`src/rtl/regfile_multiport_pkg.sv`:
```
// Shared definitions for the multiport register file.
// Contents: controller state encoding, default sizing constants, and the
// register-count derivation used by the top and the scoreboard.
package regfile_multiport_pkg;

    // INIT walks every register to zero; READY is normal operation.
    typedef enum logic [0:0] {
        StInit  = 1'b0,
        StReady = 1'b1
    } rf_state_e;

    localparam int unsigned DefRegWidth  = 32;
    localparam int unsigned DefAddrWidth = 5;

    function automatic int unsigned reg_count(input int unsigned addr_width);
        return 32'd1 << addr_width;
    endfunction

endpackage

```
`src/rtl/regfile_scoreboard.sv`:
```
// Pending-producer scoreboard: one bit per register.
// Ports:
//   Clk_i, Rst_i     clock, synchronous active-high reset (clears all bits)
//   Set_i/Set_Sel_i  issue strobe and destination index (marks pending)
//   Clr_i/Clr_Sel_i  writeback strobe and index (clears pending)
//   Pending_o        current pending vector, bit i for register i
module regfile_scoreboard
    import regfile_multiport_pkg::*;
#(
    parameter int unsigned REG_ADDR_WIDTH = DefAddrWidth,
    parameter bit          R0_IS_ZERO     = 1'b1,
    localparam int unsigned RegCount      = reg_count(REG_ADDR_WIDTH)
) (
    input  logic                      Clk_i,
    input  logic                      Rst_i,
    input  logic                      Set_i,
    input  logic [REG_ADDR_WIDTH-1:0] Set_Sel_i,
    input  logic                      Clr_i,
    input  logic [REG_ADDR_WIDTH-1:0] Clr_Sel_i,
    output logic [RegCount-1:0]       Pending_o
);

    logic [RegCount-1:0] pending_d, pending_q;

    always_comb begin
        pending_d = pending_q;
        if (Clr_i) begin
            pending_d[Clr_Sel_i] = 1'b0;
        end
        // Applied after the clear so a new producer supersedes the retiring one.
        if (Set_i && !(R0_IS_ZERO && (Set_Sel_i == '0))) begin
            pending_d[Set_Sel_i] = 1'b1;
        end
    end

    always_ff @(posedge Clk_i) begin
        if (Rst_i) begin
            pending_q <= '0;
        end else begin
            pending_q <= pending_d;
        end
    end

    assign Pending_o = pending_q;

endmodule

```
`src/rtl/regfile_multiport.sv`:
```
// Multiport register file with post-reset clear sequence and busy scoreboard.
// Ports:
//   Clk_i, Rst_i   clock, synchronous active-high reset
//   Rd_Sel_i       packed read indices, port p at [p*REG_ADDR_WIDTH +: REG_ADDR_WIDTH]
//   Rd_Data_o      packed read data, port p at [p*REG_WIDTH +: REG_WIDTH] (combinational)
//   Rd_Busy_o      pending flag of each port's selected register
//   Wr_We_i/Wr_Sel_i/Wr_Data_i  write port
//   Iss_Valid_i/Iss_Sel_i       issue strobe marking a destination pending
//   Ready_o        high once every register has been cleared after reset
module regfile_multiport
    import regfile_multiport_pkg::*;
#(
    parameter int unsigned REG_WIDTH      = DefRegWidth,
    parameter int unsigned REG_ADDR_WIDTH = DefAddrWidth,
    parameter int unsigned NUM_RD_PORTS   = 2,
    parameter bit          R0_IS_ZERO     = 1'b1,
    parameter bit          BYPASS         = 1'b1
) (
    input  logic                                   Clk_i,
    input  logic                                   Rst_i,
    input  logic [NUM_RD_PORTS*REG_ADDR_WIDTH-1:0] Rd_Sel_i,
    output logic [NUM_RD_PORTS*REG_WIDTH-1:0]      Rd_Data_o,
    output logic [NUM_RD_PORTS-1:0]                Rd_Busy_o,
    input  logic                                   Wr_We_i,
    input  logic [REG_ADDR_WIDTH-1:0]              Wr_Sel_i,
    input  logic [REG_WIDTH-1:0]                   Wr_Data_i,
    input  logic                                   Iss_Valid_i,
    input  logic [REG_ADDR_WIDTH-1:0]              Iss_Sel_i,
    output logic                                   Ready_o
);

    localparam int unsigned RegCount = reg_count(REG_ADDR_WIDTH);

    rf_state_e                 state_d, state_q;
    logic [REG_ADDR_WIDTH-1:0] cnt_d, cnt_q;
    logic [REG_WIDTH-1:0]      regs_q [RegCount];
    logic [RegCount-1:0]       pending;
    logic                      ready;
    logic                      wr_en;
    logic                      iss_en;

    assign ready  = (state_q == StReady);
    assign wr_en  = ready && Wr_We_i && !(R0_IS_ZERO && (Wr_Sel_i == '0));
    assign iss_en = ready && Iss_Valid_i;

    always_comb begin
        state_d = state_q;
        cnt_d   = cnt_q;
        unique case (state_q)
            StInit: begin
                if (cnt_q == {REG_ADDR_WIDTH{1'b1}}) begin
                    state_d = StReady;
                end else begin
                    cnt_d = cnt_q + 1'b1;
                end
            end
            StReady: ;
            default: state_d = StInit;
        endcase
    end

    always_ff @(posedge Clk_i) begin
        if (Rst_i) begin
            state_q <= StInit;
            cnt_q   <= '0;
        end else begin
            state_q <= state_d;
            cnt_q   <= cnt_d;
        end
    end

    // Storage has no reset; contents are only trusted after the clear walk.
    always_ff @(posedge Clk_i) begin
        if (!Rst_i) begin
            if (!ready) begin
                regs_q[cnt_q] <= '0;
            end else if (wr_en) begin
                regs_q[Wr_Sel_i] <= Wr_Data_i;
            end
        end
    end

    regfile_scoreboard #(
        .REG_ADDR_WIDTH (REG_ADDR_WIDTH),
        .R0_IS_ZERO     (R0_IS_ZERO)
    ) u_scoreboard (
        .Clk_i     (Clk_i),
        .Rst_i     (Rst_i),
        .Set_i     (iss_en),
        .Set_Sel_i (Iss_Sel_i),
        .Clr_i     (ready && Wr_We_i),
        .Clr_Sel_i (Wr_Sel_i),
        .Pending_o (pending)
    );

    for (genvar p = 0; p < NUM_RD_PORTS; p++) begin : g_rd
        logic [REG_ADDR_WIDTH-1:0] sel;
        logic                      is_r0;
        logic                      hit;
        logic [REG_WIDTH-1:0]      rd_data;
        logic                      rd_busy;

        assign sel   = Rd_Sel_i[p*REG_ADDR_WIDTH +: REG_ADDR_WIDTH];
        assign is_r0 = R0_IS_ZERO && (sel == '0);
        assign hit   = BYPASS && Wr_We_i && (Wr_Sel_i == sel);

        always_comb begin
            rd_data = '0;
            rd_busy = 1'b0;
            if (ready && !is_r0) begin
                if (hit) begin
                    rd_data = Wr_Data_i;
                end else begin
                    rd_data = regs_q[sel];
                    rd_busy = pending[sel];
                end
            end
        end

        assign Rd_Data_o[p*REG_WIDTH +: REG_WIDTH] = rd_data;
        assign Rd_Busy_o[p]                        = rd_busy;
    end

    assign Ready_o = ready;

endmodule

```
`config.mk`:
```
export PLATFORM = sky130hd
export DESIGN_NAME = regfile_multiport
export DESIGN_NICKNAME = d
export VERILOG_FILES = /design/src/rtl/regfile_multiport_pkg.sv /design/src/rtl/regfile_scoreboard.sv /design/src/rtl/regfile_multiport.sv
export SDC_FILE = /design/constraint.sdc
export NUM_CORES = 1
export LEC_CHECK = 0
export CAP_MARGIN = 10
export CORE_ASPECT_RATIO = 1.4
export CORE_MARGIN = 1.5
export CORE_UTILIZATION = 25
export DETAILED_ROUTE_END_ITERATION = 8
export SETUP_SLACK_MARGIN = 0.05
export SLEW_MARGIN = 20
export SYNTH_ARGS = -nofsm -noshare
export SYNTH_HDL_FRONTEND = slang
export SYNTH_SLANG_ARGS = --single-unit
```
`constraint.sdc`:
```
create_clock -name Clk_i -period 11.1 [get_ports Clk_i]
set_input_delay 2.22 -clock Clk_i [delete_from_list [all_inputs] [get_ports Clk_i]]
set_output_delay 2.22 -clock Clk_i [all_outputs]
set_load 0.05 [all_outputs]
```
# == Word-level counts from Yosys, hierarchy flattened ==
# Memories as Yosys holds them, arrays and structs flattened.
# Index checks and enable logic that the tools add are counted.
# classes
bitwise,5
magnitude_cmp,6
mux,30
add_sub_neg,1
n_eq_ne,3
reduce_logical,20
# op_table
operator,n
$mux W32,7
$and A32 B32 Y32,1
$not A32 Y32,1
$or A32 B32 Y32,1
$reduce_or A32 Y1,1
$lt A5 B6 Y1 const B,4
$logic_not A5 Y1,4
$mux W1,18
$bmux W1 S5,2
$demux W1 S5,2
$eq A5 B5 Y1,2
$ge A5 B1 Y1 const B,2
$logic_and A1 B1 Y1,10
$add A5 B1 Y5 const B,1
$eq A5 B5 Y1 const B,1
$mux W5,1
$logic_not A1 Y1,4
$not A1 Y1,2
$reduce_and A2 Y1,1
# totals
wordCells,69
out_inout_bits,67
regBits,38
mem_count,1
ramBits,1024
# memory_table
name,depth,width,rd,rd_ports_with_merged_regs,wr,line_no,text
regs_q,32,32,2,0,1,regfile_multiport.sv:36,logic [REG_WIDTH-1:0] regs_q [RegCount];

# == Longest topological paths before layout ==
# Gate-level depths: netlist of run 1.
# depth
depth_word,9
ltp_mapped,10

# == By module ==
# From an unflattened synthesis of run 1, not the netlist that was laid out.
# unflattened
hier_cells,3045
area_unflattened_um2,51012.7
# modules_own_cells
mod,area_per_inst_um2,cells_per_inst,n_inst
regfile_multiport,49633.9,2888,1
regfile_scoreboard,1378.8,157,1

# == Least setup slack after synthesis of run 1 ==
# OpenSTA, ideal clock, no wires.
# synth_path
path_type,input-to-output
startpoint,input Rd_Sel_i[4]
endpoint,output Rd_Data_o[30]
t_arrival_ps,4455
n_path_buf,2
path_stages,5
path_slack_ps,4425
path_cell_list,buf_1 -> inv_2 -> clkbuf_1 -> mux4_2 -> o21ai_0
# synth_via
elab_chain_len,4
word_cells_on_any_way,8
cone_classes,eq/ne: 1; mux: 2; reduce/logical: 4; memory: 1
# synth_rtl
element,line_no,text
from (decl),regfile_multiport.sv:21,"input logic [NUM_RD_PORTS*REG_ADDR_WIDTH-1:0] Rd_Sel_i,"
"parallel branches: the longest is 3 deep, another holds $mem_v2 Z32 W32",n/a,
$mux W32 *,regfile_multiport.sv:110,if (ready && !is_r0) begin
to (decl),regfile_multiport.sv:22,"output logic [NUM_RD_PORTS*REG_WIDTH-1:0] Rd_Data_o,"
# Every way passes the cells marked *.

# == Final worst setup path of run 1 ==
# layout_path
startpoint,input Rd_Sel_i[2]
endpoint,output Rd_Data_o[23]
# Same word-level chain as after synthesis.

==> results of run 1 <==
[path summary, 6_finish.rpt]
kind                                                  from  slack [ps]                    endpoint
worst max register to register                     Ready_o        6540               regs_q[4][27]
worst min-delay path            u_scoreboard.Pending_o[18]         490  u_scoreboard.Pending_o[18]
worst min register to register  u_scoreboard.Pending_o[18]         490  u_scoreboard.Pending_o[18]
worst max-delay path                           Rd_Sel_i[2]        2300               Rd_Data_o[23]
[area by class of cell]
type	count	area share
antenna	3	0.000129
clock buffer	118	0.0451
clock inverter	61	0.00866
inverter	10	0.000793
multi-input combinational	1660	0.315
sequential	1062	0.540
tap	2659	0.0570
timing repair buffer	204	0.0332
[Yosys cell counts, types with 3 or more instances]
cell          n  area share
clkinv_1      3     0.00022
a221oi_2     20      0.0059
buf_1         9     0.00066
a2111oi_2     4      0.0012
buf_4        47      0.0069
clkbuf_1    107      0.0079
dfxtp_1      38       0.015
a211o_1      64       0.011
mux2_2        3     0.00066
a22oi_1      93       0.014
o211ai_1      3     0.00044
buf_2        60      0.0059
a31oi_1       6     0.00074
nand2_1     116      0.0085
nand2b_1      4     0.00049
nor3_1        7     0.00069
a2111oi_1     4     0.00079
nor3b_1       4     0.00059
nand3b_1      3     0.00044
mux4_2      375        0.17
inv_1         4     0.00029
o21ai_0     109       0.011
and3_1       33      0.0041
edfxtp_1   1024        0.60
nor2b_1       4     0.00049
mux2i_1     353       0.069
nand3_1      10     0.00098
o21ai_1      20      0.0020
xor2_1        4     0.00069
and2_1       33      0.0041
buf_6        22      0.0049
nand4_1       4     0.00049
a2111oi_0    22      0.0038
inv_2         3     0.00022
xnor2_1       9      0.0015
a211oi_1      5     0.00074
a21oi_1     127       0.012
a221oi_1    134       0.023
nor2_1       61      0.0045
[report_power, final]
group	internal (W)	switching [W]	total (W)
combinational	0.000224	0.000355	0.000579
sequential	0.00436	0.0000125	0.00437
clock	0.00183	0.00155	0.00338
[state kept, by name, summed over array words and instances (netlist names)]
| register | cells |
|---|---|
| Ready_o | 1 |
| regs_q | 1024 |
| u_scoreboard.Pending_o | 32 |
| cnt_q | 5 |
[per-stage QoR]
stage	instance area, um^2	cells	total power (W)
floorplan	51000	2980	0.00484
global placement	55200	5593	0.00503
detailed placement	55200	5593	0.00503
CTS	58300	5772	0.00836
global route	58400	5775	0.00852
finish	58400	5777	0.00833
[worst max-delay path, delay by kind of cell]
family | cells | cell delay [ps]
and+or+nand+nor | 1 | 790
buffers and inverters | 5 | 2780
AOI/OAI and AO/OA | 3 | 740
[logic make-up (layout without fill, tap and decap cells)]
family          count (synthesis)  count (layout)  share of synthesized area
xor+xnor                       13              13                    0.00223
compound gates                622             622                     0.0883
simple gates                  292             292                     0.0275
mux                           731             731                      0.236
buf+inv                       258             393                     0.0277
flops                        1062            1062                      0.618
other cells                     0               3                          0
fa+ha+maj                       2               2                   0.000491
[layer usage]
layer | track usage | part of all wire | up-vias
li1 | - | - | 12700
met1 | 0.199 | 0.38 | 17000
met2 | 0.281 | 0.50 | 1555
met3 | 0.0269 | 0.074 | 373
met4 | 0.0669 | 0.038 | 24
met5 | 0 | 0.00084 | -
==> out/results.tsv, run 1 <==
metric	value	unit
syn_inst	2980	
drt-initial-drc-count	3382	
die_area	0.207	mm^2
gr-total-overflow	0	
syn-num-nets	3038	
clock-skew-final	35.8	ps
synth.avg_cell_area	17.1	um^2
path_class	in -> out	
place_hpwl	98000	um
final_core_util	0.289	
rows	195	
fin_crit_sh	0.793	
ys.flop_type	edfxtp_1	
ys_ff_latch	1062	
synth_seq_area_share	0.618	
maxCapViolations	0	
slowest_stage	clkdlybuf4s50_1	
firstDrtPassIters	5	
worst_pin_slew	1180	ps
clk_pin_slew	60	ps
hold_buffers	0	
coreArea	0.202	mm^2
initial_core_util	0.252	
timing.final.ws_setup	2300	ps
routabilityCongestion	0.803	
postRouteAntennaNets	0	
tns	0	ps
cts_tree	yes	
die_y	537	um
clock_latency	740	ps
max_freq	114	MHz
fillerInstances	20000	
post-route-min-period	8800	ps
final_common_cell	edfxtp_1	
wl_per_cell	29.7	um
hold_class	reg -> reg	
register_area	0.0315	mm^2
cts_buffer_depth	3	
p_leak	17.7	nW
async_reset_ff_frac	0	
multi_input_area	0.0184	mm^2
place_ws	2340	ps
ir_worst_vdd	0.149	mV
synth-edff-count	1024	
synth_area	0.0510	mm^2
hold_depth	2	
cp.required	8880	ps
areaGrowthSynthToFinish	14.5	%
r2r_cells	7	
grt_pass1_vias	32000	
cts_resized	0	
setup_violations	0	
cts_sinks	1062	
io_buffers	122	
run_status	finished clean	
cts_root_buf	clkbuf_16	
via_per_inst	5.48	
maxSlewHeadroom	0.209	
rsz0062_at_grt	false	
drv_slew	0	
p_per_area	143	mW/mm^2
cp_max_fo	20	
hold_viol_final	0	
drive_above_1_share	0.221	
h-tree-depth	3	
cp_cell_sequence	clkdlybuf4s50_1 -> buf_4 -> clkinv_2 -> nor2_4 -> buf_4 -> a22oi_1 -> a21oi_1 -> a211o_1 -> clkdlybuf4s50_1	
grt.total_usage	0.162	
whs	493	ps
critPathMaxStageDelay	870	ps
dieWidth	385	um
yosysWarnings	0	
ios	123	
cp-end-kind	output port	
cp.arrival	6580	ps
cts_buffers	101	
grt_start_max_net_pins	117	
routed_wl	171000	um
postCtsSetupBuffers	0	
grt_pass1_wl	240000	um
via_count	31700	
cp-start-kind	input pin	
synthDistinctLibCells	63	
num-nets-final	3097	
drc	0	
antenna_found_initial	18	
layout_common_cells	edfxtp_1, mux4_2, mux2i_1	
Note: power is estimated with default switching activity, not from simulation.
==> run 2, diff against run 1 <==
==> constraint.sdc (replaced) <==
create_clock -name Clk_i -period 7.4 [get_ports Clk_i]
set_input_delay 1.48 -clock Clk_i [delete_from_list [all_inputs] [get_ports Clk_i]]
set_output_delay 1.48 -clock Clk_i [all_outputs]
set_load 0.05 [all_outputs]
==> out/results.tsv, run 2 (synthesized netlist as in run 1, its figures left out) <==
metric	value	unit	change
timing.final.ws_setup	996	ps	-1300 ps
clock_latency	720	ps	-20 ps
rows	195		unchanged
max_freq	156	MHz	
p_comb_frac	0.070		about the same
slowest_stage	clkdlybuf4s50_1		
h-tree-depth	3		unchanged
fin_crit_sh	0.865		
routed_wl	170000	um	-1.0%
die_y	537	um	unchanged
cp.arrival	4920	ps	-1660 ps
crit_family	buffers and inverters		
swShare	0.231		+0.00135
cts_tree	yes		
cts_sinks	1062		unchanged
post-route-min-period	6400	ps	
critPathMaxStageDelay	930	ps	+60 ps
io_buffers	122		unchanged
areaGrowthSynthToFinish	16.4	%	
maxCapViolations	0		unchanged
grt.total_usage	0.160		-0.00190
clk_pin_slew	60	ps	about the same
hold_class	reg -> reg		
cts_buffer_depth	3		unchanged
clock-skew-final	19.9	ps	-15.9 ps
run_status	finished clean		
rsz0062_at_grt	false		
via_per_inst	5.43		-0.94%
grt_start_max_net_pins	95		-19%
postCtsSetupBuffers	0		unchanged
cts_resized	0		unchanged
cp.buffers_inverters	3		-2
drc	0		unchanged
die_area	0.207	mm^2	unchanged
routabilityCongestion	0.809		+0.72%
initial_core_util	0.252		unchanged
clkPwrFrac	0.408		+0.002
drv_slew	0		unchanged
via_count	31700		-0.085%
cp_max_fo	52		+160%
antenna_found_initial	15		-3
cp.required	5920	ps	-2960 ps
final_core_util	0.294		+0.00476
intPower	0.00966	W	+51%
final_common_cell	edfxtp_1		
firstDrtPassIters	8		+3
cp-start-kind	input pin		
whs	487	ps	-5.52 ps
cts_buffers	102		+0.99%
postRouteAntennaNets	0		unchanged
drive_above_1_share	0.245		+0.0240
switchingPower	0.00291	W	+52%
largest_reg_flops	1024		unchanged
ir_worst_vdd	0.186	mV	+25%
setup_violations	0		unchanged
dieWidth	385	um	unchanged
place_ws	1000	ps	-1340 ps
coreArea	0.202	mm^2	unchanged
regMostFlops	regs_q		
maxSlewHeadroom	0.249		+0.0399
cp_cell_sequence	buf_8 -> buf_12 -> mux4_2 -> nand2_1 -> and3_1 -> a2111oi_2 -> a211o_1 -> clkdlybuf4s50_1		
gr-total-overflow	0		unchanged
p_leak	18.2	nW	+2.7%
num-nets-final	3138		+1.3%
drt-initial-drc-count	3333		-1.4%
cts_root_buf	clkbuf_16		
worst_pin_slew	1120	ps	-53.7 ps
grt_pass1_vias	32400		+1.1%
p_per_area	212	mW/mm^2	+48%
path_class	in -> out		
grt_pass1_wl	239000	um	-0.61%
cp-end-kind	output port		
hold_viol_final	0		unchanged
ios	123		unchanged
hold_buffers	0		unchanged
wl_per_cell	29.1	um	-1.9%
place_hpwl	102000	um	+4.2%
tns	0	ps	unchanged
sequentialPowerShare	0.521		-0.003
layout_common_cells	edfxtp_1, mux4_2, mux2i_1		
run 2: cell types whose count changed in the layout (fill, tap and decap cells not counted), moves of 2 or more:
cell / before / now
clkinv_1: 30 / 26
buf_12: 5 / 61
and2_1: 25 / 22
clkdlybuf4s50_1: 115 / 82
buf_4: 77 / 95
clkinv_2: 19 / 26
clkbuf_1: 15 / 18
inv_8: 0 / 2
and2_2: 8 / 11
run 2: area by class of cell:
type,count,area (um^2)
Multi-Input combinational cell,1660,18400
Sequential cell,1062,31500
Inverter,10,43.8
Fill cell,19900,143000
Antenna cell,3,7.51
Timing Repair Buffer,244,2830
Clock buffer,121,2650
Tap cell,2659,3330
Clock inverter,68,557
run 2: metrics by stage:
step | power (W) | cells | instance area [um^2]
floorplan | 0.00726 | 2980 | 51000
global placement | 0.00756 | 5634 | 56100
detailed placement | 0.00757 | 5635 | 56100
CTS | 0.0126 | 5824 | 59300
global route | 0.0129 | 5825 | 59300
finish | 0.0126 | 5827 | 59300
run 2: final timing paths:
check / start / to / slack (ps) / cells past startpoint
max: Rd_Sel_i[5] / Rd_Data_o[59] / 1000 / 8
min: u_scoreboard.Pending_o[10] / u_scoreboard.Pending_o[10] / 490 / 2
max reg2reg: Ready_o / regs_q[17][22] / 3230 / 8
min reg2reg: u_scoreboard.Pending_o[10] / u_scoreboard.Pending_o[10] / 490 / 2
run 2: metal layers:
metal / GRT usage / up-vias / routed length [um] / part of all wire
met1: 0.192 / 16800 / 63200 / 0.37
met4: 0.0695 / 16 / 7240 / 0.043
met2: 0.280 / 1612 / 86100 / 0.51
li1: - / 12800 / - / -
met3: 0.0279 / 371 / 12900 / 0.076
met5: 0 / - / 109 / 0.00064
run 2: worst min-delay path, stage by stage (launching register included):
cell,delay (ps)
dfxtp_1,310
o21ai_0,70
a21oi_1,60
run 2: power groups by stage:
stage | logic (W) | clock network (W) | registers, W
after CTS | 0.000887 | 0.00519 | 0.00655
final | 0.000885 | 0.00513 | 0.00655
after global routing | 0.000926 | 0.00539 | 0.00655
after floorplan | 0.000587 | 0 | 0.00668
after detailed placement | 0.000885 | 0 | 0.00668
after global placement | 0.000886 | 0 | 0.00668
